===== config.mk =====
export PLATFORM = sky130hd
export DESIGN_NAME = cpu_step_display
export DESIGN_NICKNAME = d
export VERILOG_FILES = /design/src/rtl/cpu_step_display_pkg.sv /design/src/rtl/cpu_step_display_hex_to_seg7.sv /design/src/rtl/cpu_step_display.sv
export SDC_FILE = /design/constraint.sdc
export NUM_CORES = 1
export LEC_CHECK = 0
export ABC_AREA = 1
export CORE_MARGIN = 3
export CORE_UTILIZATION = 40
export CTS_CLUSTER_SIZE = 28
export DETAILED_ROUTE_END_ITERATION = 10
export PLACE_DENSITY = 0.87
export SLEW_MARGIN = 20
export SYNTH_ARGS = -nofsm -noshare
export SYNTH_HDL_FRONTEND = slang
export SYNTH_SLANG_ARGS = --single-unit
export TNS_END_PERCENT = 100

===== constraint.sdc =====
create_clock -name CLK -period 3.3 [get_ports CLK]
set_input_delay 0.66 -clock CLK [delete_from_list [all_inputs] [get_ports CLK]]
set_output_delay 0.66 -clock CLK [all_outputs]
set_load 0.005 [all_outputs]

===== src/rtl/cpu_step_display_pkg.sv =====
// cpu_step_display_pkg: shared display encodings and seven-segment code table
package cpu_step_display_pkg;
  typedef enum logic [1:0] {
    SEL_PC  = 2'b00,
    SEL_RS  = 2'b01,
    SEL_RT  = 2'b10,
    SEL_ALU = 2'b11
  } displaySel;
  localparam logic [7:0] SEG_BLANK = 8'hFF;
  localparam logic [3:0] ANODE_OFF = 4'b1111;
  localparam logic [7:0] SEG_TABLE [16] = '{
    8'hC0, 8'hF9, 8'hA4, 8'hB0, 8'h99, 8'h92, 8'h82, 8'hF8,
    8'h80, 8'h90, 8'h88, 8'h83, 8'hC6, 8'hA1, 8'h86, 8'h8E
  };
endpackage


===== src/rtl/cpu_step_display_hex_to_seg7.sv =====
// hex_to_seg7: active-low seven-segment code for one hex nibble, dp off
module hex_to_seg7
  import cpu_step_display_pkg::*;
(
  input  logic [3:0] hex,
  output logic [7:0] segCode
);
  assign segCode = SEG_TABLE[hex];
endmodule


===== src/rtl/cpu_step_display.sv =====
// cpu_step_display: debounced manual CPU step clock plus four-digit multiplexed debug display
module cpu_step_display
  import cpu_step_display_pkg::*;
#(
  parameter int DEBOUNCE_CYCLES = 500000,
  parameter int SCAN_DIV        = 100000
) (
  input  logic        CLK,
  input  logic        Reset,
  input  logic        step_btn,
  input  logic [1:0]  sel,
  input  logic [31:0] pc,
  input  logic [31:0] next_pc,
  input  logic [4:0]  rs,
  input  logic [31:0] read_data1,
  input  logic [4:0]  rt,
  input  logic [31:0] read_data2,
  input  logic [31:0] alu_result,
  input  logic [31:0] data_out,
  output logic        step_clk,
  output logic        step_pulse,
  output logic [3:0]  anode,
  output logic [7:0]  seg
);
  localparam int DebW = $clog2(DEBOUNCE_CYCLES + 1);
  localparam int ScanW = $clog2(SCAN_DIV + 1);
  localparam logic [DebW-1:0] DebLast = DebW'(DEBOUNCE_CYCLES - 1);
  localparam logic [ScanW-1:0] ScanLast = ScanW'(SCAN_DIV - 1);
  logic syncA, syncB, differ, accept, tick;
  logic [DebW-1:0] debCnt;
  logic [ScanW-1:0] scanCnt;
  logic [1:0] digitIdx, nextIdx;
  logic [7:0] hiByte, loByte, segCode;
  logic [3:0] nibble;
  assign differ = syncB != step_clk;
  assign accept = differ && debCnt == DebLast;
  assign tick = scanCnt == ScanLast;
  assign nextIdx = digitIdx + 2'd1;
  assign hiByte = sel == SEL_PC ? pc[7:0] : sel == SEL_RS ? {3'b0, rs} : sel == SEL_RT ? {3'b0, rt} : alu_result[7:0];
  assign loByte = sel == SEL_PC ? next_pc[7:0] : sel == SEL_RS ? read_data1[7:0] : sel == SEL_RT ? read_data2[7:0] : data_out[7:0];
  assign nibble = nextIdx == 2'd0 ? loByte[3:0] : nextIdx == 2'd1 ? loByte[7:4] : nextIdx == 2'd2 ? hiByte[3:0] : hiByte[7:4];
  hex_to_seg7 decoder (.hex(nibble), .segCode(segCode));
  // two-flop synchroniser for the asynchronous push-button
  always_ff @(posedge CLK or posedge Reset)
    if (Reset) begin
      syncA <= 1'b0;
      syncB <= 1'b0;
    end else begin
      syncA <= step_btn;
      syncB <= syncA;
    end
  // accept a new button level only after it has differed for DEBOUNCE_CYCLES samples; strobe on press only
  always_ff @(posedge CLK or posedge Reset)
    if (Reset) begin
      debCnt <= '0;
      step_clk <= 1'b0;
      step_pulse <= 1'b0;
    end else begin
      debCnt <= differ && !accept ? debCnt + DebW'(1) : '0;
      step_clk <= accept ? syncB : step_clk;
      step_pulse <= accept && syncB;
    end
  // scan divider; anode and seg load together for the next digit on each tick
  always_ff @(posedge CLK or posedge Reset)
    if (Reset) begin
      scanCnt <= '0;
      digitIdx <= 2'd0;
      anode <= ANODE_OFF;
      seg <= SEG_BLANK;
    end else begin
      scanCnt <= tick ? '0 : scanCnt + ScanW'(1);
      digitIdx <= tick ? nextIdx : digitIdx;
      anode <= tick ? ~(4'b0001 << nextIdx) : anode;
      seg <= tick ? segCode : seg;
    end
endmodule


==> results.sh, run 1 <==
export IMPL_first_iter_violations=174
export IMPL_hold_buffers=0
export IMPL_cpPeakStageDelay_ns=0.70
export IMPL_endpoint_kind="flop"
export IMPL_drive_gt1_share_pct=9.91
export IMPL_cts_buffers=5
export IMPL_antenna_cells=0
export IMPL_utilization_pct=53.4
export IMPL_place_gp_congestion=0.926
export IMPL_ctsResizeCount=0
export IMPL_dp_slack_ns=0.105
export IMPL_setup_ws_ns=0.412
export IMPL_met3_length_um=592
export IMPL_most_common_layout_cells="nand2_1 (130), clkdlybuf4s50_1 (75), inv_1 (61)"
export IMPL_synth_edf_count=0
export IMPL_rrSetupSlack_ns=0.51
export IMPL_final_hold_viol_count=0
export IMPL_relSlewSlack_pct=47.7
export IMPL_cp_slowest_cell="clkdlybuf4s50_1"
export IMPL_worst_path_most_repeated_cell="nand2_1"
export IMPL_row_count=33
export IMPL_power_uw=1280
export IMPL_clkLatencyLatePin_ns=0.31
export IMPL_start_util_pct=41.9
export IMPL_cp_top_family="simple AND/OR/NAND/NOR gates"
export IMPL_ir_drop_mv=0.206
export IMPL_arrival_ns=3.13
export IMPL_r2r_end="seg[3]"
export IMPL_maxUsedRoutingLayer="met4"
export IMPL_setup_worst_path_start_class="input pin"
export IMPL_met1_length_um=4070
export IMPL_cp_required_ns=3.55
export IMPL_clkTransAtPathRegs_ns=0.10
export IMPL_rsz0062_at_grt="false"
export IMPL_setup_viol_count_final=0
export IMPL_hold_path_cell_count=0
export IMPL_wire_per_inst_um=13.0
export IMPL_port_buffers=75
export IMPL_grt_pass1_vias=3338
export IMPL_final_max_slew_violation_count=0
export IMPL_htree_levels=2
export IMPL_r2r_cells=20
export IMPL_hpwl_um=7020
export IMPL_ys_types=44
export IMPL_wirelength_um=8720
export IMPL_syn_area_um2=3520
export IMPL_synth_seq_cells=53
export IMPL_core_area_um2=8380
export IMPL_final_setup_tns_ns=0
export IMPL_ctsRootBufferMaster="clkbuf_8"
export IMPL_grt_pass1_wl_um=15200
export IMPL_worst_clock_skew_ns=0.0154
export IMPL_final_common_cell="nand2_1"
export IMPL_endpoint="seg[5]"
export IMPL_status="completed"
export IMPL_min_period_ns=2.89
export IMPL_path_buf_inv=3
export IMPL_antenna_left=0
export IMPL_clock_sinks=53
export IMPL_crit_type="in2reg"
export IMPL_finalNetCount=783
export IMPL_antenna_found_initial=0
export IMPL_worstMarginPinSlew_ns=0.784
export IMPL_die_h_um=99.8
export IMPL_ys_warn_count=0
export IMPL_syn_avg_cell_area_um2=7.23
export IMPL_fmax_mhz=346
export IMPL_grt_max_degree=31
export IMPL_crit_start="sel[0]"
export IMPL_synth_nets=705
export IMPL_clk_path_buf_depth=2
export IMPL_ios=221
export IMPL_p_per_area_nw_per_um2=287
export IMPL_crit_cells=17
export IMPL_dieArea_um2=9950
export IMPL_cap_violations=0
export IMPL_drc=0
export IMPL_worstPathCellList="clkdlybuf4s50_1 -> inv_4 -> nand2_2 -> nand2_1 -> nand3_1 -> nand3_1 -> nand2_1 -> nand2_1 -> nand2_1 -> nand3_1 -> nand2_1 -> inv_1 -> ha_1 -> nand3_1 -> nand2_1 -> o21ai_1 -> nand2_1"
export IMPL_leakage_uw=0.00211
export IMPL_r2r_start="digitIdx[1]"
export IMPL_track_usage_pct=18.4
export IMPL_crit_fanout=12
export IMPL_ys_dominant_reg_cell="dfrtp_1"
export IMPL_met2WireLength_um=4010
export IMPL_overflow=0
export IMPL_worst_hold_path_type="reg2reg"
export IMPL_syn_inst=486
export IMPL_cts_tree="yes"
export IMPL_yosysSeqAreaShare_pct=38.1
export IMPL_post_cts_setup_buffers=0
export IMPL_period_share_pct=87.5
export IMPL_syn_to_final_growth_pct=27.2
export IMPL_num_vias=3406
export IMPL_vias_per_cell=5.08
export IMPL_die_width_um=99.8
export IMPL_ys_async_sr_fraction_pct=100
export IMPL_dr_pass1_iters=5
-- through the flow --
stage	instances	hold slack [ns]	cell area (um^2)
final	670	0.373	4470
after global routing	670	0.383	4470
after CTS	670	0.379	4470
after detailed placement	662	0.354	4370
after global placement	662	0.339	4370
after floorplan	486	0.331	3520
-- power breakdown --
part           switching, uW  total, uW  internal (uW)
clock network            226        385            158
logic                    123        240            117
registers               3.21        658            655
total                    352       1280            931
-- metal layers --
layer / up-vias / track usage [%]
met2: 119 / 29.5
met1: 1572 / 26.3
li1: 1710 / -
met5: - / 0
met4: 0 / 2.84
met3: 5 / 3.79
-- layout make-up --
| type | instances | area (um^2) |
|---|---|---|
| fillers | 748 | 3910 |
| inverters | 66 | 250 |
| repair buffers | 80 | 788 |
| multi-input cells | 358 | 1860 |
| clock inverters | 3 | 33.8 |
| well taps | 105 | 131 |
| clock buffers | 5 | 68.8 |
| flip-flops and latches | 53 | 1340 |
-- how the worst min path moves through the flow --
stage / from / endpoint / slack [ns]
CTS: syncA / syncB / 0.38
floorplan: syncA / syncB / 0.33
global route: syncA / syncB / 0.38
detailed placement: syncA / syncB / 0.35
finish: syncA / syncB / 0.37
global placement: syncA / syncB / 0.34
-- Yosys cell counts, types with 4 or more instances --
library cell,n,share of area (%)
nor3b_1,4,0.85
inv_1,62,6.6
nor2_2,4,0.71
ha_1,12,4.3
nor3_1,13,1.9
o21ai_0,21,3.0
a21oi_1,22,3.1
nor4_1,4,0.71
dfrtp_1,42,30
nand2_2,6,1.1
o21ai_1,5,0.71
xor2_1,6,1.5
nand2_1,130,14
dfstp_2,11,8.2
nor2_1,47,5.0
nand4_1,7,1.2
nand3_1,46,6.5
-- state kept, by name, indices dropped and copies added (netlist names) --
register,count
anode,4
debCnt,19
digitIdx,2
scanCnt,17
seg,7
step_clk,1
step_pulse,1
syncA,1
syncB,1
-- logic make-up after synthesis --
group           count (synthesis)  share of synthesized area, %
flops                          53                          38.1
other cells                     1                         0.107
simple gates                  275                          35.9
compound gates                 63                          10.9
xor+xnor                        7                          1.74
buf+inv                        75                          8.97
fa+ha+maj                      12                          4.27
Power figures use the tool's default switching activity.
==> run 2, diff against run 1 <==
- GPL_TIMING_DRIVEN: default -> 0
==> results.sh, run 2 (synthesis gave the netlist of run 1 again) <==
export IMPL_min_period_ns=2.92
export IMPL_most_common_layout_cells="nand2_1 (130), clkdlybuf4s50_1 (74), inv_1 (61)"
export IMPL_die_h_um=99.8
export IMPL_grt_max_degree=34
export IMPL_rsz0062_at_grt="false"
export IMPL_seqPwrFrac_pct=51.8
export IMPL_register_area_um2=1340
export IMPL_final_max_slew_violation_count=0
export IMPL_wire_per_inst_um=13.5
export IMPL_antenna_left=0
export IMPL_worst_clock_skew_ns=0.0106
export IMPL_clkPwrFrac_pct=28.9
export IMPL_final_hold_viol_count=0
export IMPL_cts_buffers=5
export IMPL_p_per_area_nw_per_um2=282
export IMPL_p_comb_share_pct=19.2
export IMPL_cp_slowest_cell="clkdlybuf4s50_1"
export IMPL_drc=0
export IMPL_ir_drop_mv=0.228
export IMPL_dp_slack_ns=0.109
export IMPL_htree_levels=2
export IMPL_endpoint_kind="flop"
export IMPL_place_gp_congestion=0.920
export IMPL_final_common_cell="nand2_1"
export IMPL_dieArea_um2=9950
export IMPL_start_util_pct=41.9
export IMPL_arrival_ns=3.18
export IMPL_setup_viol_count_final=0
export IMPL_core_area_um2=8380
export IMPL_crit_fanout=10
export IMPL_ctsRootBufferMaster="clkbuf_8"
export IMPL_hpwl_um=7320
export IMPL_worst_path_most_repeated_cell="nand2_1"
export IMPL_fmax_mhz=343
export IMPL_drive_gt1_share_pct=10.2
export IMPL_cpPeakStageDelay_ns=0.62
export IMPL_p_int_uw=925
export IMPL_ios=221
export IMPL_crit_type="in2reg"
export IMPL_worstPathCellList="clkdlybuf4s50_1 -> inv_2 -> nand2_2 -> buf_6 -> nand3_1 -> nand3_1 -> nand2_1 -> nand2_1 -> nand2_1 -> nand3_1 -> nand2_1 -> ha_1 -> inv_1 -> nand3_1 -> nand2_1 -> nand2_1 -> nand2_1 -> nand2_1 -> nand2_1"
export IMPL_largestRegisters="debCnt x19, scanCnt x17, seg x7"
export IMPL_row_count=33
export IMPL_worstMarginPinSlew_ns=0.664
export IMPL_status="completed"
export IMPL_dr_pass1_iters=5
export IMPL_clock_sinks=53
export IMPL_grt_pass1_vias=3434
export IMPL_wirelength_um=9070
export IMPL_clkLatencyLatePin_ns=0.31
export IMPL_finalNetCount=787
export IMPL_multi_input_area_um2=1860
export IMPL_worst_hold_slack_ns=0.361
export IMPL_ctsResizeCount=0
export IMPL_syn_to_final_growth_pct=28.0
export IMPL_cap_violations=0
export IMPL_port_buffers=74
export IMPL_cts_tree="yes"
export IMPL_largest_reg_flops=19
export IMPL_switching_share_pct=27.2
export IMPL_hold_buffers=0
export IMPL_num_vias=3498
export IMPL_antenna_cells=0
export IMPL_cp_required_ns=3.56
export IMPL_track_usage_pct=19.3
export IMPL_switching_power_uw=345
export IMPL_fillers=775
export IMPL_worst_hold_path_type="reg2reg"
export IMPL_die_width_um=99.8
export IMPL_grt_pass1_wl_um=15800
export IMPL_antenna_found_initial=0
export IMPL_final_setup_tns_ns=0
export IMPL_clk_path_buf_depth=2
export IMPL_first_iter_violations=227
export IMPL_relSlewSlack_pct=55.3
export IMPL_period_share_pct=88.4
export IMPL_setup_ws_ns=0.383
export IMPL_setup_worst_path_start_class="input pin"
export IMPL_clkTransAtPathRegs_ns=0.10
export IMPL_largest_register="debCnt"
export IMPL_post_cts_setup_buffers=0
export IMPL_vias_per_cell=5.19
export IMPL_overflow=0
export IMPL_leakage_uw=0.00211
run 2: routing by layer:
layer  vias up  track usage (%)  share of wire (%)
li1       1727                -                  -
met1      1625             28.0                 47
met2       139             30.4                 46
met4         0             3.36               0.56
met3         7             3.79                6.9
met5         -                0                  0
run 2: critical path: cells and delay by family:
kind | cells | cell delay (ns)
adder cells (fa/ha/maj) | 1 | 0.37
buffers and inverters | 4 | 1.00
AND/OR/NAND/NOR | 14 | 1.13
run 2: worst paths after layout:
kind,slack [ns],depth (start not counted),end,startpoint
max,0.38,19,seg[3],sel[1]
min,0.36,0,syncB,syncA
max reg2reg,0.65,20,seg[3],digitIdx[1]
min reg2reg,0.36,0,syncB,syncA
max in group asynchronous,2.04,3,anode[0],Reset
min in group asynchronous,0.67,2,scanCnt[3],Reset
run 2: area by class of cell:
cell class	instances	area share, %
Buffer	9	1.45
Clock buffer	5	1.53
Clock inverter	3	0.501
Inverter	66	5.56
Multi-Input combinational cell	358	41.4
Sequential cell	53	29.8
Tap cell	105	2.92
Timing Repair Buffer	75	16.9
run 2: stage by stage:
step	cells	total power [uW]	cell area, um^2	util [%]
3_5_place_dp	666	913	4410	52.6
4_1_cts	674	1280	4500	53.7
2_1_floorplan	486	802	3520	-
6_report	674	1270	4500	53.7
3_3_place_gp	665	904	4390	52.4
5_1_grt	674	1340	4500	53.7
run 2: power by group through the flow:
stage | Clock, uW | Combinational, uW | Sequential [uW]
after floorplan | 0 | 133 | 670
after global placement | 0 | 234 | 670
final | 368 | 244 | 658
after detailed placement | 0 | 243 | 670
after global routing | 407 | 270 | 659
after CTS | 374 | 244 | 658
==> run 3, diff against run 2 <==
- CELL_PAD_IN_SITES_DETAIL_PLACEMENT: default -> 0
- CELL_PAD_IN_SITES_GLOBAL_PLACEMENT: default -> 1
- CORE_UTILIZATION: 40 -> 27
- PLACE_DENSITY: 0.87 -> default
- PLACE_DENSITY_LB_ADDON: default -> 0.1
- SLEW_MARGIN: 20 -> default
==> results.sh, run 3 (synthesis gave the netlist of run 1 again) <==
export IMPL_final_common_cell="nand2_1"
export IMPL_clkLatencyLatePin_ns=0.29
export IMPL_ctsRootBufferMaster="clkbuf_16"
export IMPL_ctsResizeCount=0
export IMPL_dp_slack_ns=0.0431
export IMPL_min_period_ns=2.94
export IMPL_r2r_end="seg[3]"
export IMPL_overflow=0
export IMPL_grt_max_degree=43
export IMPL_worstPathCellList="clkdlybuf4s50_1 -> inv_2 -> nand2_2 -> buf_6 -> o21ai_0 -> a21o_1 -> nand3_1 -> nand2_1 -> ha_1 -> nand3_1 -> a21oi_1 -> o21ai_1 -> nand2_1"
export IMPL_setup_ws_ns=0.360
export IMPL_row_count=41
export IMPL_hold_start="syncA"
export IMPL_cts_buffers=5
export IMPL_final_max_slew_violation_count=0
export IMPL_antenna_cells=0
export IMPL_num_vias=3293
export IMPL_cpPeakStageDelay_ns=0.54
export IMPL_multi_input_area_um2=1860
export IMPL_period_share_pct=89.1
export IMPL_grt_pass1_vias=3254
export IMPL_cp_required_ns=3.54
export IMPL_drc=0
export IMPL_hold_path_cell_count=0
export IMPL_track_usage_pct=13.9
export IMPL_wirelength_um=9700
export IMPL_fmax_mhz=340
export IMPL_crit_fanout=10
export IMPL_clock_sinks=53
export IMPL_relSlewSlack_pct=44.1
export IMPL_ios=221
export IMPL_most_common_layout_cells="nand2_1 (130), clkdlybuf4s50_1 (74), inv_1 (61)"
export IMPL_rsz0062_at_grt="false"
export IMPL_first_iter_violations=162
export IMPL_dr_pass1_iters=4
export IMPL_place_gp_congestion=0.784
export IMPL_die_width_um=120
export IMPL_antenna_left=0
export IMPL_hpwl_um=7800
export IMPL_syn_to_final_growth_pct=31.9
export IMPL_drive_gt1_share_pct=10.2
export IMPL_crit_type="in2reg"
export IMPL_core_area_um2=12700
export IMPL_worstMarginPinSlew_ns=0.831
export IMPL_setup_viol_count_final=0
export IMPL_cap_violations=0
export IMPL_rrSetupSlack_ns=0.61
export IMPL_htree_levels=2
export IMPL_r2r_cells=20
export IMPL_worst_hold_path_type="reg2reg"
export IMPL_r2r_start="digitIdx[1]"
export IMPL_endpoint_kind="flop"
export IMPL_wire_per_inst_um=13.1
export IMPL_fillers=1368
export IMPL_vias_per_cell=4.44
export IMPL_hold_buffers=0
export IMPL_ir_drop_mv=0.184
export IMPL_p_per_area_nw_per_um2=308
export IMPL_worst_clock_skew_ns=0.00751
export IMPL_largestRegisters="debCnt x19, scanCnt x17, seg x7"
export IMPL_min_to="syncB"
export IMPL_antenna_found_initial=0
export IMPL_start_util_pct=27.7
export IMPL_final_setup_tns_ns=0
export IMPL_grt_pass1_wl_um=16200
export IMPL_finalNetCount=787
export IMPL_setup_worst_path_start_class="input pin"
export IMPL_leakage_uw=0.00215
export IMPL_path_buf_inv=3
export IMPL_cts_tree="yes"
export IMPL_clkTransAtPathRegs_ns=0.07
export IMPL_dieArea_um2=14400
export IMPL_cp_slowest_cell="clkdlybuf4s50_1"
export IMPL_status="completed"
export IMPL_post_cts_setup_buffers=0
export IMPL_register_area_um2=1340
export IMPL_largest_reg_flops=19
export IMPL_die_h_um=120
export IMPL_cp_top_family="buffers and inverters"
export IMPL_final_hold_viol_count=0
export IMPL_arrival_ns=3.18
export IMPL_clk_path_buf_depth=2
export IMPL_port_buffers=74
export IMPL_largest_register="debCnt"
[run 3: cell types whose count changed in the layout (fill, tap and decap cells not counted)]
cell,before,now
inv_6,0,1
clkbuf_16,0,5
clkinv_2,0,1
clkinvlp_4,3,1
clkbuf_8,5,0
[run 3: per-layer routing]
metal | track usage [%] | wire length (um) | vias up
met5 | 0 | 0 | -
met4 | 2.58 | 71 | 0
met1 | 21.1 | 5170 | 1493
met2 | 20.6 | 4050 | 66
li1 | - | - | 1727
met3 | 2.78 | 411 | 7
[run 3: how the worst max path moves through the flow]
stage	startpoint	endpoint	slack, ns	cells after the start
3_5_place_dp	sel[1]	seg[5]	0.04	15
4_1_cts	sel[1]	seg[5]	0.35	15
5_1_grt	sel[1]	seg[5]	0.12	14
2_1_floorplan	sel[0]	seg[3]	0.94	18
6_report	sel[1]	seg[5]	0.36	13
3_3_place_gp	sel[1]	seg[5]	0.07	14
[run 3: power breakdown]
part           internal [uW]  total [uW]  switching, uW
combinational            121         244            124
clock                    283         528            245
sequential               655         658           3.09
[run 3: area by class of cell]
type	count	share of cell area [%]
Timing Repair Buffer	75	16.4
Multi-Input combinational cell	358	40.1
Sequential cell	53	28.9
Tap cell	172	4.64
Buffer	9	1.40
Inverter	66	5.40
Clock inverter	3	0.459
Clock buffer	5	2.70
[run 3: through the flow]
step | power [uW] | util, % | cell area (um^2) | cells | hold WS, ns
after global routing | 1510 | 36.6 | 4640 | 741 | 0.371
final | 1430 | 36.6 | 4640 | 741 | 0.365
after CTS | 1460 | 36.6 | 4640 | 741 | 0.369
after global placement | 914 | 35.3 | 4470 | 732 | 0.346
after detailed placement | 917 | 35.4 | 4490 | 733 | 0.343
after floorplan | 802 | - | 3520 | 486 | 0.331
